## config.mk

```make
export PLATFORM = sky130hd
export DESIGN_NAME = sensor_sequencer
export DESIGN_NICKNAME = d
export VERILOG_FILES = /design/src/rtl/sensor_sequencer.sv
export SDC_FILE = /design/constraint.sdc
export NUM_CORES = 1
export LEC_CHECK = 0
export CAP_MARGIN = 20
export CORE_MARGIN = 4
export CORE_UTILIZATION = 40
export CTS_CLUSTER_DIAMETER = 120
export DETAILED_ROUTE_END_ITERATION = 10
export GPL_TIMING_DRIVEN = 1
export PLACE_DENSITY = 0.67
export RECOVER_POWER = 50
export SYNTH_ARGS = -nofsm -noshare
export SYNTH_HDL_FRONTEND = slang
export SYNTH_SLANG_ARGS = --single-unit
```

## constraint.sdc

```tcl
create_clock -name clk_i -period 3.12 [get_ports clk_i]
set_clock_uncertainty 0.05 [all_clocks]
set_input_delay 0.624 -clock clk_i [delete_from_list [all_inputs] [get_ports clk_i]]
set_output_delay 0.624 -clock clk_i [all_outputs]
set_load 0.005 [all_outputs]
```

## src/rtl/sensor_sequencer.sv

```systemverilog
// -----------------------------------------------------------------------------
// sensor_sequencer
//
// Frame sequencer for the pixel sensor array. It runs the
// erase -> expose -> convert -> read cycle for one frame per START request.
// In continuous mode it chains frames back to back without returning to IDLE.
//
// Parameters
//   PIXEL_ARRAY_HEIGHT : number of rows (width of the one-hot row select)
//   PIXEL_BITS         : ramp resolution, convert lasts 2**PIXEL_BITS cycles
//   ERASE_TIME         : erase phase length in cycles (>= 1)
//   ROW_READ_TIME      : cycles each row stays selected (>= 1)
//   EXPOSE_BITS        : width of expose_time_i
//   FRAME_COUNT_BITS   : width of frame_count_o
//
// Ports
//   clk_i                : clock, all state changes on the rising edge
//   reset_i              : asynchronous active-high reset
//   start_i              : frame request, only looked at in IDLE
//   continuous_i         : 1 = chain the next frame after READ
//   expose_time_i        : exposure length in cycles (0 behaves as 1)
//   busy_o               : high in every state except IDLE
//   pixel_erase_o        : high during ERASE
//   pixel_expose_o       : high during EXPOSE
//   pixel_analog_ramp_o  : ramp-run enable, high during CONVERT
//   pixel_digital_ramp_o : Gray-coded ramp value
//   sensor_row_select_o  : one-hot row select during READ, 0 otherwise
//   new_row_o            : pulse on the first cycle of each selected row
//   frame_finished_o     : one-cycle pulse in the first cycle after READ
//   frame_count_o        : completed frames, wrapping
//
// Every output is either a flop or a decode of flops; nothing depends
// combinationally on the inputs, so a reset clears all outputs at once.
// -----------------------------------------------------------------------------
module sensor_sequencer #(
    parameter int PIXEL_ARRAY_HEIGHT = 2,
    parameter int PIXEL_BITS         = 8,
    parameter int ERASE_TIME         = 5,
    parameter int ROW_READ_TIME      = 5,
    parameter int EXPOSE_BITS        = 8,
    parameter int FRAME_COUNT_BITS   = 8
) (
    input  logic                          clk_i,
    input  logic                          reset_i,
    input  logic                          start_i,
    input  logic                          continuous_i,
    input  logic [EXPOSE_BITS-1:0]        expose_time_i,
    output logic                          busy_o,
    output logic                          pixel_erase_o,
    output logic                          pixel_expose_o,
    output logic                          pixel_analog_ramp_o,
    output logic [PIXEL_BITS-1:0]         pixel_digital_ramp_o,
    output logic [PIXEL_ARRAY_HEIGHT-1:0] sensor_row_select_o,
    output logic                          new_row_o,
    output logic                          frame_finished_o,
    output logic [FRAME_COUNT_BITS-1:0]   frame_count_o
);

    // -------------------------------------------------------------------------
    // Sizing
    // -------------------------------------------------------------------------
    // The phase counter serves ERASE, EXPOSE and the per-row dwell in READ.
    // CONVERT is timed by the ramp counter itself, so it does not need to fit.
    localparam int EXPOSE_MAX = (1 << EXPOSE_BITS) - 1;
    localparam int PH_MAX_A   = (ERASE_TIME > ROW_READ_TIME) ? ERASE_TIME : ROW_READ_TIME;
    localparam int PH_MAX     = (PH_MAX_A > EXPOSE_MAX) ? PH_MAX_A : EXPOSE_MAX;
    localparam int PH_W       = $clog2(PH_MAX + 1);
    localparam int ROW_W      = (PIXEL_ARRAY_HEIGHT > 1) ? $clog2(PIXEL_ARRAY_HEIGHT) : 1;

    localparam logic [PH_W-1:0]  ERASE_LAST = PH_W'(ERASE_TIME - 1);
    localparam logic [PH_W-1:0]  ROW_LAST   = PH_W'(ROW_READ_TIME - 1);
    localparam logic [ROW_W-1:0] LAST_ROW   = ROW_W'(PIXEL_ARRAY_HEIGHT - 1);

    typedef enum logic [2:0] {
        ST_IDLE    = 3'd0,
        ST_ERASE   = 3'd1,
        ST_EXPOSE  = 3'd2,
        ST_CONVERT = 3'd3,
        ST_READ    = 3'd4
    } state_t;

    // -------------------------------------------------------------------------
    // State
    // -------------------------------------------------------------------------
    state_t                      state_q,    state_d;
    logic [PH_W-1:0]             phase_q,    phase_d;
    logic [PIXEL_BITS-1:0]       ramp_q,     ramp_d;
    logic [ROW_W-1:0]            row_q,      row_d;
    logic [EXPOSE_BITS-1:0]      expose_q,   expose_d;
    logic [FRAME_COUNT_BITS-1:0] count_q,    count_d;
    logic                        finished_q, finished_d;

    // Exposure value captured at frame start; zero is promoted to one so the
    // EXPOSE phase always lasts at least a cycle.
    logic [EXPOSE_BITS-1:0] expose_latch;
    logic [EXPOSE_BITS-1:0] expose_last;
    logic [PIXEL_BITS-1:0]  ramp_gray;
    logic [PIXEL_ARRAY_HEIGHT-1:0] row_onehot;

    assign expose_latch = (expose_time_i == '0) ? EXPOSE_BITS'(1) : expose_time_i;
    assign expose_last  = expose_q - EXPOSE_BITS'(1);
    assign ramp_gray    = ramp_q ^ (ramp_q >> 1);

    // One-hot decode of the current row index.
    generate
        for (genvar gi = 0; gi < PIXEL_ARRAY_HEIGHT; gi++) begin : g_row_dec
            assign row_onehot[gi] = (row_q == ROW_W'(gi));
        end
    endgenerate

    // -------------------------------------------------------------------------
    // Process 1: state register (FSM state plus its counters)
    // -------------------------------------------------------------------------
    always_ff @(posedge clk_i or posedge reset_i) begin
        if (reset_i) begin
            state_q    <= ST_IDLE;
            phase_q    <= '0;
            ramp_q     <= '0;
            row_q      <= '0;
            expose_q   <= EXPOSE_BITS'(1);
            count_q    <= '0;
            finished_q <= 1'b0;
        end else begin
            state_q    <= state_d;
            phase_q    <= phase_d;
            ramp_q     <= ramp_d;
            row_q      <= row_d;
            expose_q   <= expose_d;
            count_q    <= count_d;
            finished_q <= finished_d;
        end
    end

    // -------------------------------------------------------------------------
    // Process 2: next-state and counter logic
    // -------------------------------------------------------------------------
    always_comb begin
        state_d    = state_q;
        phase_d    = phase_q;
        ramp_d     = ramp_q;
        row_d      = row_q;
        expose_d   = expose_q;
        count_d    = count_q;
        finished_d = 1'b0;

        unique case (state_q)
            ST_IDLE: begin
                if (start_i) begin
                    state_d  = ST_ERASE;
                    phase_d  = '0;
                    expose_d = expose_latch;
                end
            end

            ST_ERASE: begin
                if (phase_q == ERASE_LAST) begin
                    state_d = ST_EXPOSE;
                    phase_d = '0;
                end else begin
                    phase_d = phase_q + PH_W'(1);
                end
            end

            ST_EXPOSE: begin
                if (phase_q == PH_W'(expose_last)) begin
                    state_d = ST_CONVERT;
                    phase_d = '0;
                    // Ramp restarts from zero on every CONVERT entry.
                    ramp_d  = '0;
                end else begin
                    phase_d = phase_q + PH_W'(1);
                end
            end

            ST_CONVERT: begin
                // The ramp reaching full scale marks the last CONVERT cycle;
                // it then holds that value until the next CONVERT.
                if (ramp_q == '1) begin
                    state_d = ST_READ;
                    phase_d = '0;
                    row_d   = '0;
                end else begin
                    ramp_d = ramp_q + PIXEL_BITS'(1);
                end
            end

            ST_READ: begin
                if (phase_q == ROW_LAST) begin
                    phase_d = '0;
                    if (row_q == LAST_ROW) begin
                        finished_d = 1'b1;
                        count_d    = count_q + FRAME_COUNT_BITS'(1);
                        if (continuous_i) begin
                            state_d  = ST_ERASE;
                            expose_d = expose_latch;
                        end else begin
                            state_d = ST_IDLE;
                        end
                    end else begin
                        row_d = row_q + ROW_W'(1);
                    end
                end else begin
                    phase_d = phase_q + PH_W'(1);
                end
            end

            default: begin
                state_d = ST_IDLE;
            end
        endcase
    end

    // -------------------------------------------------------------------------
    // Process 3: output decode from registered state
    // -------------------------------------------------------------------------
    always_comb begin
        busy_o               = (state_q != ST_IDLE);
        pixel_erase_o        = (state_q == ST_ERASE);
        pixel_expose_o       = (state_q == ST_EXPOSE);
        pixel_analog_ramp_o  = (state_q == ST_CONVERT);
        pixel_digital_ramp_o = ramp_gray;
        sensor_row_select_o  = '0;
        new_row_o            = 1'b0;
        if (state_q == ST_READ) begin
            sensor_row_select_o = row_onehot;
            // Phase counter restarts for every row, so zero marks a new row.
            new_row_o           = (phase_q == '0);
        end
        frame_finished_o     = finished_q;
        frame_count_o        = count_q;
    end

endmodule

```

# == Yosys cells after proc, flatten, opt, wreduce, memory -nomap -nowiden ==
# Cells that the tools add are included.
# op_classes
n_addsub,5
n_eq_ne,15
n_mux,31
bitwise_logic,2
n_reduce_logical,15
# ops
cell,n
2-to-1 mux 8 bit,11
one-hot mux 8 bit (2 select lines),2
one-hot mux 8 bit (4 select lines),1
adder 8 x 1 -> 8 bit (second input constant),3
2-to-1 mux 3 bit,6
logical NOT 8 bit,2
one-hot mux 3 bit (5 select lines),1
AND reduction 3 bit,4
inequality test 2 bit (second input constant),5
equality test 8 x 3 -> 1 bit (second input constant),1
equality test 8 bit,1
equality test 8 bit (second input constant),1
2-to-1 mux 1 bit,8
subtractor 8 x 1 -> 8 bit (second input constant),1
bitwise XOR 8 x 7 -> 8 bit,1
equality test 3 x 2 -> 1 bit (second input constant),2
inequality test 2 x 1 -> 1 bit (second input constant),3
AND reduction 6 bit,1
nonzero test 2 bit,3
AND reduction 5 bit,1
nonzero test 4 bit,1
equality test 3 x 1 -> 1 bit (second input constant),1
equality test 3 bit (second input constant),1
logical NOT 3 bit,1
other kinds (6),6
# word_totals
ff_bits,37
in_bits,12
out_inout_bits,24
elab_cells,75

# == Logic depth before layout (Yosys ltp) ==
# Gate-level depths: netlist of run 1.
# depth
word_depth,6
mapped_depth,9
mapped_depth_nobuf,8

# == Worst setup path after synthesis of run 1 ==
# No wires, ideal clock.
# synth_path
path_type,register to register
start,reg expose_q[0]
end,reg ramp_q[1]
setup_time_ns,0.079
arrival_time_ns,2.066
t_required_ns,2.991
setup_slack_ns,0.925
path_stages_with_launch,9
n_path_buf,0
period_less_slack_ns,2.195
cell_sequence,dfstp_2 -> inv_1 -> ha_1 -> o21ba_2 -> a221oi_1 -> a41o_2 -> o2111ai_4 -> o21ai_4 -> mux2i_1
# synth_via
elab_chain_len,4
# synth_rtl
item,line,rtl
from (decl),89,"logic [EXPOSE_BITS-1:0] expose_q, expose_d;"
from (signal assigned),128,expose_q <= expose_d;
subtractor 8 x 1 -> 8 bit,101,assign expose_last = expose_q - EXPOSE_BITS'(1);
equality test 8 bit,165,if (phase_q == PH_W'(expose_last)) begin
inequality test 2 x 1 -> 1 bit (no line),-,
AND reduction 3 bit (no line),-,
to (signal assigned),126,ramp_q <= ramp_d;
to (decl),87,"logic [PIXEL_BITS-1:0] ramp_q, ramp_d;"
# Every way passes these cells.
# A chain may end at the register's enable or synchronous reset.

# == Worst setup path after layout of run 1 ==
# layout_path
start,reg phase_q[0]
end,out new_row_o
# layout_via
elab_chain_len,2
# layout_rtl
item,line,rtl
from (decl),86,"logic [PH_W-1:0] phase_q, phase_d;"
from (signal assigned),125,phase_q <= phase_d;
logical NOT 8 bit,227,new_row_o = (phase_q == '0);
2-to-1 mux 1 bit,224,if (state_q == ST_READ) begin
to (decl),54,"output logic new_row_o,"
# Every way passes these cells.

==> metrics.txt, run 1 <==
site row count=27; # IOs=36; Synth Area in Compound Gates=16.87%; Final Max Tran Viols=0; Seq/Total Area, Yosys=40.18%; Worst-Margin Slew=938.5 ps; Syn Area/Cell=9.534 um^2; CTS Buf Count=5; H-tree lvl count=2; placer's final routability congestion estimate=0.8173; most frequent cell after synthesis=dfrtp_1; Synth Area in XOR/XNOR=6.833%; setup bufs post-CTS=0; Simple-Gate Fraction of Synth Area=20.55%; antenna viol nets, final=0; cells after synthesis=242; TNS Setup=0 ps; syn_nets=265; flop-to-flop setup slack=700 ps; outcome=completed; Hold Fails Final Rpt=0; EDFF count, synth=0; Post-Place Worst Slack=712.2 ps; adder-cell share of the synthesized area=5.965%; Synth area leader=dfrtp_1; leakage=1.201 nW; number of global-route vias before repair=1710; initial core utilization=41.64%; WL per Instance=14.00 um; gr usage total=14.43%; Layout area overhead=22.13%; Critical Path Sink Type=output port; DR vias=1849; layout cells sized above 1=11.87%; Clock Tree Buf Depth=2; relative slew slack=37.44%; max-cap violations=0; Worst EP arrival=2030 ps; largest family of logic cells by synthesized area=simple AND/OR/NAND/NOR gates; synth top area cells=dfrtp_1 (39%), ha_1 (6.0%), nand2_1 (5.4%); Peak VDD IR=0.4196 mV; CTS tree=yes; synth cell count leaders=dfrtp_1 (36), nand2_1 (33), inv_1 (16), nor2_1 (15); largest net degree at the start of global routing=38; mux share of post-synthesis cell area=4.718%; top cell type's share of synthesized area=39.05%; Mapped Area=2307 um^2; DRT iter0 DRCs=107; Final min period=2699 ps; period utilisation layout=86.51%; final core utilization=50.86%; initial antenna violation count=0; post-CTS sizing=0; First-pass DRT Iterations=4; number of diodes=0; Crit. Startpoint=phase_q[0]; cts hold-fix bufs=0; clk_lat worst skew=290 ps; critical path type=flop to output port; DR vias/cell=5.283; core area=5540 um^2; reg2reg start=expose_q[0]; crit path capture=new_row_o; die area=7047 um^2; total gr overflow=0; RSZ-0062 raised after global routing=no; required time worst endpoint=2450 ps; FMAX=370.5 MHz; Register-to-Register Path Depth=8; final worst slack=420.8 ps; port buffer count=35; Power Density=703.7 nW/um^2; Total Wirelength=4899 um; Seq cells post-synth=37; Reg clk slew, reported paths=80 ps; net count reported at finish=300; first-pass GRT wire length=8355 um; Warnings, synthesis=0; main flop type after synthesis=dfrtp_1; CP max FO=5; Die Height=83.95 um; hpwl dp=3602 um; min-delay worst type=flop to flop; clock sinks=37; Worst setup SP type=flop; Unique masters post-synth=52; Root Driver=clkbuf_8; Die X-Extent=83.95 um; Setup-failing EPs final=0; asr flop ratio synth=100.0%; reg2reg end=ramp_q[1]; DRC Markers=0
==> cell families (layout without fill, tap and decap cells) <==
logic type | after synthesis | count (layout)
AOI/OAI and AO/OA | 51 | 51
xor gates and xnor gates | 18 | 18
adders and majority gates | 11 | 11
buffers and inverters | 25 | 61
DFF | 37 | 37
muxes | 10 | 10
and+or+nand+nor | 90 | 90
==> worst max-delay path, stage by stage (launching register included) <==
cell	delay, ps
dfrtp_1	430
inv_1	110
ha_1	140
nor4b_2	240
nand2_1	90
nor3_1	190
clkdlybuf4s50_1	540
==> where the power goes <==
group	leakage [nW]	internal (mW)	switching (mW)	total, mW
sequential	0.489	0.580	0.148	0.728
clock	0.0543	0.239	0.182	0.421
combinational	0.657	0.399	0.435	0.834
total	1.20	1.22	0.765	1.98
==> registers in the layout (all words and copies together), names as in the netlist <==
register and count:
phase_q 8, ramp_q 8, frame_finished_o 1, frame_count_o 8, expose_q 8, row_q 1
state_q 3
==> how the worst min path moves through the flow <==
| stage | from | to | slack [ps] | cells after the start |
|---|---|---|---|---|
| 2_1_floorplan | frame_count_o[7] | frame_count_o[7] | 410 | 1 |
| 3_3_place_gp | frame_count_o[7] | frame_count_o[7] | 410 | 1 |
| 3_5_place_dp | frame_count_o[7] | frame_count_o[7] | 410 | 1 |
| 4_1_cts | frame_count_o[7] | frame_count_o[7] | 420 | 1 |
| 5_1_grt | frame_count_o[7] | frame_count_o[7] | 450 | 1 |
| 6_report | frame_count_o[7] | frame_count_o[7] | 410 | 1 |
==> cell type report <==
| cell class | instances | area (um^2) |
|---|---|---|
| Inverter | 16 | 60.06 |
| Tap cell | 72 | 90.09 |
| Sequential cell | 37 | 927.1 |
| Clock buffer | 5 | 68.82 |
| Timing Repair Buffer | 37 | 362.8 |
| Clock inverter | 3 | 46.29 |
| Fill cell | 533 | 2723 |
| Multi-Input combinational cell | 180 | 1262 |
==> layer usage <==
metal  track usage [%]  wire length [um]
met5                 0                 0
met1             20.14              2410
met4             3.655                45
met3             3.653               206
met2             22.34              2236
==> per-stage QoR <==
| step | hold WS, ps | power, mW | instance area (um^2) | cells |
|---|---|---|---|---|
| after global placement | 405.9 | 1.558 | 2710 | 342 |
| after CTS | 421.7 | 2.010 | 2825 | 350 |
| final | 411.1 | 1.983 | 2818 | 350 |
| after detailed placement | 405.7 | 1.577 | 2710 | 342 |
| after floorplan | 414.7 | 1.331 | 2307 | 242 |
| after global routing | 450.2 | 2.140 | 2818 | 350 |
==> placed cells by master, fill, tap and decap left out, types with 9 or more instances in the layout <==
| cell type | n |
|---|---|
| a31oi_1 | 9 |
| ha_1 | 11 |
| dfrtp_1 | 36 |
| xnor2_1 | 13 |
| nor2_1 | 15 |
| nand2_1 | 33 |
| o21ai_0 | 13 |
| inv_1 | 16 |
| clkdlybuf4s50_1 | 29 |
Note: power is estimated with default switching activity, not from simulation.
==> run 2: changes to the inputs <==
--- a/config.mk
+++ b/config.mk
@@ -8,6 +8,7 @@
 export CAP_MARGIN = 20
 export CORE_MARGIN = 4
 export CORE_UTILIZATION = 40
+export CTS_BUF_LIST = sky130_fd_sc_hd__clkbuf_16
 export CTS_CLUSTER_DIAMETER = 120
 export DETAILED_ROUTE_END_ITERATION = 10
 export GPL_TIMING_DRIVEN = 1
==> metrics.txt, run 2 (same netlist as run 1, synthesis figures left out) <==
Final Max Tran Viols=0 (unchanged); min-delay worst type=flop to flop; hold path endpoint=frame_count_o[7]; RSZ-0062 raised after global routing=no; antenna viol nets, final=0 (unchanged); critical path type=flop to output port; clock sinks=37 (unchanged); CP max FO=5 (unchanged); Total Wirelength=5046 um (+3.0%); number of diodes=0 (unchanged); flop-to-flop setup slack=680 ps (-20 ps); Worst setup SP type=flop; # IOs=36 (unchanged); Reg clk slew, reported paths=60 ps (-20 ps); relative slew slack=37.20% (-0.23 points); WL per Instance=14.42 um (+3.0%); number of global-route vias before repair=1731 (+1.2%); setup bufs post-CTS=0 (unchanged); initial core utilization=41.64% (unchanged); total gr overflow=0 (unchanged); leakage=1.230 nW (+2.4%); register area=927.1 um^2 (unchanged); largest net degree at the start of global routing=38 (unchanged); CTS Buf Count=5 (unchanged); Peak VDD IR=0.4164 mV (-0.75%); DRC Markers=0 (unchanged); layout cells sized above 1=11.87% (unchanged); hpwl dp=3602 um (unchanged); slowest CP cell=clkdlybuf4s50_1; CP cell instances=inv_1 > ha_1 > nor4b_2 > nand2_1 > nor3_1 > clkdlybuf4s50_1; first-pass GRT wire length=8535 um (+2.2%); First-pass DRT Iterations=4 (unchanged); required time worst endpoint=2450 ps (about the same); outcome=completed; reg2reg start=expose_q[0]; Die Height=83.95 um (unchanged); net count reported at finish=300 (unchanged); reg2reg end=phase_q[4]; Final min period=2673 ps (-26.36 ps); commonest non-fill, non-tap cell in the layout=dfrtp_1; Worst path max stage delay=540 ps (about the same); max-cap violations=0 (unchanged); FMAX=374.1 MHz (+0.99%); Power Density=748.6 nW/um^2 (+6.4%); placer's final routability congestion estimate=0.8173 (unchanged); DRT iter0 DRCs=108 (+0.93%); cts hold-fix bufs=0 (unchanged); Hold Fails Final Rpt=0 (unchanged); Inst Count DP=342 (unchanged); multi-input logic area=1262 um^2 (unchanged); H-tree lvl count=2 (unchanged); initial antenna violation count=0 (unchanged); commonest cells after routing, fill and taps aside=dfrtp_1 (36), nand2_1 (33), clkdlybuf4s50_1 (28); core area=5540 um^2 (unchanged); Layout area overhead=24.57%; DR vias/cell=5.354 (+1.4%); Register-to-Register Path Depth=8 (unchanged); Root Driver=clkbuf_16; CTS tree=yes; Worst-Margin Slew=941.9 ps (+3.473 ps); port buffer count=35 (unchanged); DR vias=1874 (+1.4%); Filler Cell Count=525 (-1.5%); worst hold start=frame_count_o[7]; Worst EP arrival=2000 ps (-30 ps); hold path cells=1 (unchanged); period utilisation layout=85.67% (-0.85 points); post-route insts no fill=350 (unchanged); Setup-failing EPs final=0 (unchanged); Critical Path Sink Type=output port; clk_lat worst skew=280 ps (about the same); die area=7047 um^2 (unchanged); gr usage total=14.85% (+0.41 points); site row count=27 (unchanged); Clock Tree Buf Depth=2 (unchanged); Die X-Extent=83.95 um (unchanged); TNS Setup=0 ps (unchanged); post-CTS sizing=0 (unchanged)
## run 2: cell types whose count changed in the layout (fill, tap and decap cells not counted)
cell and change:
dlygate4sd3_1 +1, clkbuf_8 -5, clkdlybuf4s50_1 -1, clkbuf_16 +5
## run 2: per-stage QoR
stage	total power, mW	hold WS [ps]	utilization, %	area [um^2]	setup WS [ps]
5_1_grt	2.304	446.7	51.87	2874	268.1
6_report	2.151	408.3	51.87	2874	447.2
4_1_cts	2.171	418.1	52.01	2882	389.8
3_5_place_dp	1.577	405.7	48.92	2710	712.2
2_1_floorplan	1.331	414.7	-	2307	924.9
3_3_place_gp	1.558	405.9	48.92	2710	703.7
## run 2: area by class of cell
class	instances	area share, %
clock buffers	5	4.353
flip-flops and latches	37	32.26
clock inverters	3	1.611
well taps	72	3.135
repair buffers	37	12.63
inverters	16	2.090
multi-input cells	180	43.93
## run 2: where the power goes
group | switching, mW | leakage, nW | internal, mW | total (mW)
registers | 0.151 | 0.489 | 0.581 | 0.731
logic | 0.440 | 0.661 | 0.399 | 0.839
clock network | 0.203 | 0.0800 | 0.378 | 0.581
total | 0.793 | 1.23 | 1.36 | 2.15
## run 2: how the worst max path moves through the flow
stage                     start   endpoint  slack (ps)  cells past startpoint
floorplan           expose_q[0]  ramp_q[1]         920                      8
global placement     phase_q[0]  new_row_o         700                      6
detailed placement   phase_q[0]  new_row_o         710                      6
CTS                  phase_q[0]  new_row_o         390                      6
global route         phase_q[0]  new_row_o         270                      6
finish               phase_q[0]  new_row_o         450                      6
## run 2: layer usage
layer / GRT usage (%) / part of all wire [%] / vias to the layer above
met1: 20.75 / 49 / 891
met5: 0 / 0 / -
met2: 22.85 / 45 / 41
met3: 3.159 / 4.1 / 10
li1: - / - / 932
met4: 4.825 / 1.6 / 0
## run 2: critical path: cells and delay by family (launching register included)
kind / cells / cell delay [ps]
buffers and inverters: 2 / 650
and+or+nand+nor: 3 / 510
DFF: 1 / 420
adders and majority gates: 1 / 140
